### config.mk
export PLATFORM = sky130hd
export DESIGN_NAME = uart_rx_frame
export DESIGN_NICKNAME = d
export VERILOG_FILES = /design/src/rtl/uart_rx_frame.sv
export SDC_FILE = /design/constraint.sdc
export NUM_CORES = 1
export LEC_CHECK = 0
export CORE_MARGIN = 5
export CORE_UTILIZATION = 45
export CTS_CLUSTER_SIZE = 16
export DETAILED_ROUTE_END_ITERATION = 8
export MAX_ROUTING_LAYER = met4
export PLACE_DENSITY = 0.67
export SETUP_SLACK_MARGIN = 0.4
export SLEW_MARGIN = 10
export SYNTH_ARGS = -nofsm -noshare
export SYNTH_HDL_FRONTEND = slang
export SYNTH_SLANG_ARGS = --single-unit
### constraint.sdc
create_clock -name clk -period 2.52 [get_ports clk]
set_input_delay 0.756 -clock clk [delete_from_list [all_inputs] [get_ports clk]]
set_output_delay 0.756 -clock clk [all_outputs]
set_load 0.01 [all_outputs]
### src/rtl/uart_rx_frame.sv
// uart_rx_frame: oversampled UART receiver for one FRAME_BITS-wide frame, LSB first.
// Define UART_RX_PARITY_EN to expect an even-parity bit between the data and the stop bit.
module uart_rx_frame #(
   parameter int unsigned FRAME_BITS = 160,
   parameter int unsigned OVERSAMPLE = 16
) (
   input  logic                  clk,
   input  logic                  reset,
   input  logic                  sample_tick,
   input  logic                  rx_in,
   input  logic                  rd_enable,
   output logic [FRAME_BITS-1:0] rx_data,
   output logic                  rx_valid,
   output logic                  rx_busy,
   output logic                  frame_err,
   output logic                  overrun
);
   localparam int unsigned      TickW    = $clog2(OVERSAMPLE);
   localparam logic [TickW-1:0] TickMid  = TickW'(OVERSAMPLE / 2 - 1);
   localparam logic [TickW-1:0] TickLast = TickW'(OVERSAMPLE - 1);
   localparam logic [7:0]       BitLast  = 8'(FRAME_BITS - 1);

   typedef enum logic [2:0] {
      StIdle,
      StStart,
      StData,
`ifdef UART_RX_PARITY_EN
      StParity,
`endif
      StStop
   } state_e;

   state_e                state_q, state_d;
   logic [TickW-1:0]      tick_cnt_q, tick_cnt_d;
   logic [7:0]            bit_cnt_q, bit_cnt_d;
   logic [FRAME_BITS-1:0] shift_q, shift_d;
   logic [FRAME_BITS-1:0] rx_data_q, rx_data_d;
   logic                  rx_meta_q, rx_s_q;
   logic                  rx_valid_q, rx_valid_d;
   logic                  rx_busy_q, rx_busy_d;
   logic                  frame_err_q, frame_err_d;
   logic                  overrun_q, overrun_d;
   logic                  parity_ok, stop_good, stop_bad;

`ifdef UART_RX_PARITY_EN
   logic parity_q, parity_d;
   assign parity_ok = ~(^{shift_q, parity_q});
`else
   assign parity_ok = 1'b1;
`endif

   always_comb begin
      state_d    = state_q;
      tick_cnt_d = tick_cnt_q;
      bit_cnt_d  = bit_cnt_q;
      shift_d    = shift_q;
`ifdef UART_RX_PARITY_EN
      parity_d   = parity_q;
`endif
      stop_good  = 1'b0;
      stop_bad   = 1'b0;
      if (sample_tick) begin
         case (state_q)
            StIdle: begin
               if (!rx_s_q) begin
                  state_d    = StStart;
                  tick_cnt_d = '0;
                  bit_cnt_d  = '0;
               end
            end
            StStart: begin
               if (tick_cnt_q == TickMid) begin
                  // A line that is high again at mid-start was a glitch, not a frame.
                  state_d    = rx_s_q ? StIdle : StData;
                  tick_cnt_d = '0;
                  bit_cnt_d  = '0;
               end else begin
                  tick_cnt_d = tick_cnt_q + 1'b1;
               end
            end
            StData: begin
               if (tick_cnt_q == TickLast) begin
                  tick_cnt_d         = '0;
                  shift_d[bit_cnt_q] = rx_s_q;
                  if (bit_cnt_q == BitLast) begin
                     bit_cnt_d = '0;
`ifdef UART_RX_PARITY_EN
                     state_d   = StParity;
`else
                     state_d   = StStop;
`endif
                  end else begin
                     bit_cnt_d = bit_cnt_q + 8'd1;
                  end
               end else begin
                  tick_cnt_d = tick_cnt_q + 1'b1;
               end
            end
`ifdef UART_RX_PARITY_EN
            StParity: begin
               if (tick_cnt_q == TickLast) begin
                  parity_d   = rx_s_q;
                  state_d    = StStop;
                  tick_cnt_d = '0;
                  bit_cnt_d  = '0;
               end else begin
                  tick_cnt_d = tick_cnt_q + 1'b1;
               end
            end
`endif
            StStop: begin
               if (tick_cnt_q == TickLast) begin
                  // Leave mid-stop so the next start edge can be caught.
                  state_d    = StIdle;
                  tick_cnt_d = '0;
                  bit_cnt_d  = '0;
                  if (rx_s_q && parity_ok) begin
                     stop_good = 1'b1;
                  end else begin
                     stop_bad = 1'b1;
                  end
               end else begin
                  tick_cnt_d = tick_cnt_q + 1'b1;
               end
            end
            default: begin
               state_d = StIdle;
            end
         endcase
      end

      // Completion beats a same-cycle read: the new frame is unread.
      rx_data_d   = stop_good ? shift_q : rx_data_q;
      rx_valid_d  = stop_good | (rx_valid_q & ~rd_enable);
      overrun_d   = (stop_good & rx_valid_q & ~rd_enable) | (overrun_q & ~rd_enable);
      frame_err_d = stop_bad | (frame_err_q & ~rd_enable);
      rx_busy_d   = (state_d != StIdle);
   end

   always_ff @(posedge clk) begin
      if (reset) begin
         rx_meta_q   <= 1'b1;
         rx_s_q      <= 1'b1;
         state_q     <= StIdle;
         tick_cnt_q  <= '0;
         bit_cnt_q   <= '0;
         shift_q     <= '0;
         rx_data_q   <= '0;
         rx_valid_q  <= 1'b0;
         rx_busy_q   <= 1'b0;
         frame_err_q <= 1'b0;
         overrun_q   <= 1'b0;
`ifdef UART_RX_PARITY_EN
         parity_q    <= 1'b0;
`endif
      end else begin
         rx_meta_q   <= rx_in;
         rx_s_q      <= rx_meta_q;
         state_q     <= state_d;
         tick_cnt_q  <= tick_cnt_d;
         bit_cnt_q   <= bit_cnt_d;
         shift_q     <= shift_d;
         rx_data_q   <= rx_data_d;
         rx_valid_q  <= rx_valid_d;
         rx_busy_q   <= rx_busy_d;
         frame_err_q <= frame_err_d;
         overrun_q   <= overrun_d;
`ifdef UART_RX_PARITY_EN
         parity_q    <= parity_d;
`endif
      end
   end

   assign rx_data   = rx_data_q;
   assign rx_valid  = rx_valid_q;
   assign rx_busy   = rx_busy_q;
   assign frame_err = frame_err_q;
   assign overrun   = overrun_q;

endmodule

==> impl_metrics.tcl, run 1 <==
set metrics [dict create \
    status "finished clean" \
    fin_hold_ws_ns 0.430 \
    antenna_found_initial 0 \
    final-seq-area_um2 6830 \
    vdd_ir_drop_max_mv 0.400 \
    ys_top_cells_by_area "dfxtp_1, a21oi_1, nand2_1, nand3_1, o21ai_0" \
    p_leak_uw 0.00614 \
    synth_top_area_cell "dfxtp_1" \
    drc 0 \
    diodes 0 \
    path_clk_slew_ns 0.06 \
    grt_pass1_wl_um 65700 \
    gp_congestion 0.938 \
    period_minus_slack_ns 2.03 \
    drt-initial-drc-count 1448 \
    clock-sinks 341 \
    syn-mean-instance-area_um2 8.34 \
    clock_skew_ns 0.0136 \
    multiInputGateArea_um2 5750 \
    htreeDepth 2 \
    cp_max_fo 32 \
    maxSlewHeadroom_pct 52.0 \
    ys.flop_type "dfxtp_1" \
    synth_edf_count 0 \
    postCtsHoldBufs 0 \
    wl_um 42700 \
    die_area_um2 33700 \
    async_flop_share_pct 0 \
    vias 12500 \
    synth_seq_cells 341 \
    ys_seq_area_share_pct 50.4 \
    fillCellCount 2799 \
    synth_cell_types 53 \
    die_h_um 184 \
    ant_nets 0 \
    final_common_cell "nand2_1" \
    worstSkewPairLatency_ns 0.52 \
    maxCapViolCount 0 \
    areaGrowthSynthToFinish_pct 21.9 \
    crit_arrival_ns 2.49 \
    root_buffer "clkbuf_16" \
    min_period_over_period_pct 80.5 \
    cts_tree "yes" \
    grtUsageTotal_pct 25.0 \
    cts_max_path_buffers 3 \
    place_hpwl_um 27100 \
    ys_warn_count 0 \
    p_per_area_nw_per_um2 652 \
    rows 63 \
    crit_required_ns 2.98 \
    hold_path_class "register to register" \
    finalWorstSetupSlack_ns 0.493 \
    die_w_um 184 \
    synth_top_area_share_pct 50.4 \
    utilization_pct 55.6 \
    synth.cell_area_um2 13600 \
    place_ws_ns -0.0615 \
    viasPerCell 5.75 \
    grt-ovfl-total 0 \
    netlist_instances 1626 \
    final_nets 1768 \
    grt_pass1_vias 11600 \
    cp-end-kind "register" \
    drt-pass1-iter-count 5 \
    drive_gt1_share_pct 9.89 \
    syn-num-nets 1636 \
    routedWlPerCell_um 19.7 \
    cts_buffers 36 \
    hold_viol_final 0 \
    port-buffer-count 168 \
    critPathLaunchType "register" \
    power.total_uw 10800 \
    finalSetupViolCount 0 \
    timing.fmax_mhz 493 \
    worstSetupPathType "register to register" \
    rsz0062_at_grt "false" \
    fp.coreArea_um2 29700 \
    grt_max_degree 109 \
    worst_pin_slew_ns 0.718 \
    layout.cells.most_common_list "nand2_1, dfxtp_1, a21oi_1, dlygate4sd2_1, nand3_1" \
    ioPinCount 169 \
    start_util_pct 45.6 \
    maxSlewViolCount 0 \
]
[sequential cells by signal, indices dropped and copies added (netlist names)]
| register | cells |
|---|---|
| rx_data | 160 |
| shift_q | 160 |
| bit_cnt_q | 8 |
| tick_cnt_q | 4 |
| state_q | 3 |
| frame_err | 1 |
| overrun | 1 |
| rx_busy | 1 |
| rx_meta_q | 1 |
| rx_s_q | 1 |
| rx_valid | 1 |
[Yosys cell counts, drive strengths merged, types with 2 or more instances]
cell type and count:
nand2 357, dfxtp 341, a21oi 321, nand3 140, o21ai 137, clkbuf 113, buf 32, nand4 28
nor4 23, o31ai 23, a31o 17, and2 13, and3 9, nor3 9, or4 6, ha 5
inv 5, nor2 5, nor2b 5, dlygate4sd1 4, and4 3, nor3b 3, or2 3, a31oi 2
and3b 2, bufbuf 2, nand2b 2, nand3b 2, o21bai 2, or3 2, or3b 2
[layer usage]
metal  vias to the layer above  share of wire, %  GRT usage [%]
met2                       574                45           36.9
met3                       104               9.1           4.39
met1                      5879                43           34.6
met5                         -                 0              -
met4                         0               3.2           8.82
li1                       5912                 -              -
[path summary, 6_finish.rpt]
| path | from | slack, ns | depth (start not counted) | to |
|---|---|---|---|---|
| hold reg to reg | rx_meta_q | 0.43 | 1 | rx_s_q |
| hold / removal | rx_meta_q | 0.43 | 1 | rx_s_q |
| setup reg to reg | tick_cnt_q[0] | 0.49 | 7 | shift_q[146] |
| setup / recovery | tick_cnt_q[0] | 0.49 | 7 | shift_q[146] |
[repair_timing]
action / CTS / global route
endpoints found under the setup margin: 170 / 95
setup buffers: 0 / 0
resized for setup: 166 / 10
[area by class of cell]
class,count,area share (%)
inverters,5,0.114
repair buffers,245,14.1
clock inverters,9,0.742
clock buffers,50,6.02
multi-input cells,1129,34.8
flip-flops and latches,341,41.3
well taps,390,2.95
[logic make-up after synthesis]
family / synth area share, %
AOI/OAI and AO/OA: 19.7
adders and majority gates: 0.461
xor gates and xnor gates: 0.0646
and+or+nand+nor: 21.9
DFF: 50.4
buffers and inverters: 7.59
[worst max-delay path, stage by stage, from the launching register on]
cell	delay (ns)
dfxtp_1	0.42
ha_4	0.24
and3_1	0.17
buf_4	0.18
nand3_1	0.14
buf_4	0.28
nor4_1	0.38
a31o_2	0.16
[per-stage QoR]
| step | cells | instance area [um2] | setup TNS, ns |
|---|---|---|---|
| global route | 2169 | 16500 | 0 |
| global placement | 2110 | 15600 | -0.212 |
| detailed placement | 2110 | 15600 | -2.48 |
| CTS | 2169 | 16500 | 0 |
| finish | 2169 | 16500 | 0 |
| floorplan | 1626 | 13600 | 0 |
[power by group]
group / internal (uW) / total (uW) / switching, uW
Clock: 3050 / 5150 / 2100
Combinational: 52.3 / 229 / 176
Sequential: 5390 / 5400 / 5.18
Total: 8500 / 10800 / 2280
(Power assumes the default switching activity.)
==> inputs of run 2 (changes only) <==
==> constraint.sdc (replaced) <==
create_clock -name clk -period 1.9 [get_ports clk]
set_input_delay 0.57 -clock clk [delete_from_list [all_inputs] [get_ports clk]]
set_output_delay 0.57 -clock clk [all_outputs]
set_load 0.01 [all_outputs]
==> run 2 against run 1 <==
Compared with the run above:
- first-iteration DRC count up 12%
- sequential power up 32%
- sequential share of layout area down 4.9 points
- setup slack worse by 0.44 ns
- global-route usage up 0.85 points
- wire length up 12%
- die area unchanged
- hold slack worse by 0.0075 ns
==> impl_metrics.tcl, run 2 (synthesized netlist as in run 1, its figures left out) <==
set metrics [dict create \
    status "finished clean" \
    max_stage_delay_ns 0.37 \
    postCtsHoldBufs 0 \
    grt_pass1_wl_um 67400 \
    gp_congestion 0.929 \
    grtUsageTotal_pct 25.8 \
    crit_required_ns 2.34 \
    period_minus_slack_ns 1.85 \
    cp-startpoint "tick_cnt_q[0]" \
    drt-initial-drc-count 1623 \
    critical_path.cell_chain "ha_4 > buf_4 > nand3_4 > buf_6 > nor4_4 > buf_4 > buf_12 > nand3_1 > a21oi_1" \
    ioPinCount 169 \
    min_period_over_period_pct 97.4 \
    multiInputGateArea_um2 6660 \
    grt-ovfl-total 0 \
    critPathLaunchType "register" \
    cts_tree "yes" \
    maxCapViolCount 0 \
    routedWlPerCell_um 20.9 \
    drive_gt1_share_pct 41.9 \
    min_from "rx_meta_q" \
    viasPerCell 5.88 \
    ant_nets 0 \
    timing.fmax_mhz 540 \
    drt-pass1-iter-count 6 \
    die_w_um 184 \
    worstSkewPairLatency_ns 0.51 \
    grt_max_degree 76 \
    vdd_ir_drop_max_mv 0.536 \
    fillCellCount 2375 \
    crit_top_cell "buf_4" \
    cp_max_fo 8 \
    root_buffer "clkbuf_16" \
    p_leak_uw 0.00703 \
    grt_pass1_vias 12100 \
    maxSlewHeadroom_pct 44.8 \
    maxSlewViolCount 0 \
    port-buffer-count 168 \
    cts_buffers 36 \
    layout.cells.most_common_list "nand2_1, a21oi_1, buf_6, dfxtp_1, dfxtp_2" \
    final-seq-area_um2 7060 \
    htreeDepth 2 \
    die_area_um2 33700 \
    rsz0062_at_grt "true" \
    fp.coreArea_um2 29700 \
    rr_startpoint "tick_cnt_q[0]" \
    cts_max_path_buffers 3 \
    p_per_area_nw_per_um2 728 \
    wl_um 47700 \
    place_hpwl_um 27700 \
    hold_path_class "register to register" \
    crit_path_top_delay_cell "dfxtp_4" \
    final_nets 1878 \
    drc 0 \
    fin_hold_ws_ns 0.422 \
    r2r_slack_ns 0.05 \
    vias 13400 \
    hold_depth 1 \
    cp-end-kind "register" \
    areaGrowthSynthToFinish_pct 42.6 \
    power.total_uw 14100 \
    hold_viol_final 0 \
    worst_pin_slew_ns 0.828 \
    reg2regPathDepth 9 \
    clock_skew_ns 0.0135 \
    path_clk_slew_ns 0.06 \
    rows 63 \
    die_h_um 184 \
    clock-sinks 341 \
    crit_arrival_ns 2.29 \
    finalSetupViolCount 0 \
    antenna_found_initial 0 \
    final_common_cell "nand2_1" \
    start_util_pct 45.6 \
    worstSetupPathType "register to register" \
]
## run 2: changes by cell type in the layout (fill, tap and decap cells not counted), sizes merged
cell	before	now
buf	77	330
bufinv	3	0
clkbuf	51	62
clkinv	5	11
diode	0	1
dlygate4sd2	163	7
dlymetal6s2s	2	0
o31ai	23	24
or3b	2	3
## run 2: cell type report
cell class,count,share of cell area (%)
timing repair buffer,353,20.8
multi-input combinational,1131,34.5
inverter,5,0.0970
tap,390,2.52
antenna,1,0.0129
sequential,341,36.5
clock buffer,48,5.26
clock inverter,12,0.323
## run 2: metrics by stage
stage | setup TNS (ns) | utilization, % | std cells | instance area [um2] | worst slack [ns]
3_3_place_gp | -109.18 | 55.1 | 2156 | 16400 | -0.405
3_5_place_dp | -117.22 | 55.1 | 2156 | 16400 | -0.441
6_report | 0 | 65.1 | 2281 | 19300 | 0.0493
4_1_cts | 0 | 60.9 | 2238 | 18100 | 0.103
5_1_grt | -0.607 | 65.1 | 2280 | 19300 | -0.0407
2_1_floorplan | 0 | - | 1626 | 14100 | 0.144
## run 2: final timing paths
path	endpoint
hold / removal	rx_s_q
setup / recovery	shift_q[22]
hold reg to reg	rx_s_q
setup reg to reg	shift_q[22]
## run 2: critical path: cells and delay by family, from the launching register on
family,cells,cell delay [ns]
DFF,1,0.37
buffers and inverters,4,0.57
adders and majority gates,1,0.16
AOI/OAI and AO/OA,1,0.17
and+or+nand+nor,3,0.50
## run 2: metal layers
layer  part of all wire (%)  GRT usage, %  wire (um)
met5                      0             -          0
met2                     46          39.2      22000
met3                    9.6          4.27       4570
met1                     41          35.5      19800
met4                    2.8          7.87       1330
## run 2: what timing repair did
item	CTS	global route
endpoints found under the setup margin	501	501
pin swaps	7	107
cloned	3	18
buffers inserted	19	24
endpoints found under the hold margin	0	0
resized for setup	963	211
## run 2: power breakdown
part           leakage (uW)  total, uW  internal [uW]  switching, uW
Clock              0.000542       6540           3750           2790
Sequential          0.00283       7150           7140           7.51
Combinational       0.00365        399            112            288
Total               0.00703      14100          11000           3090
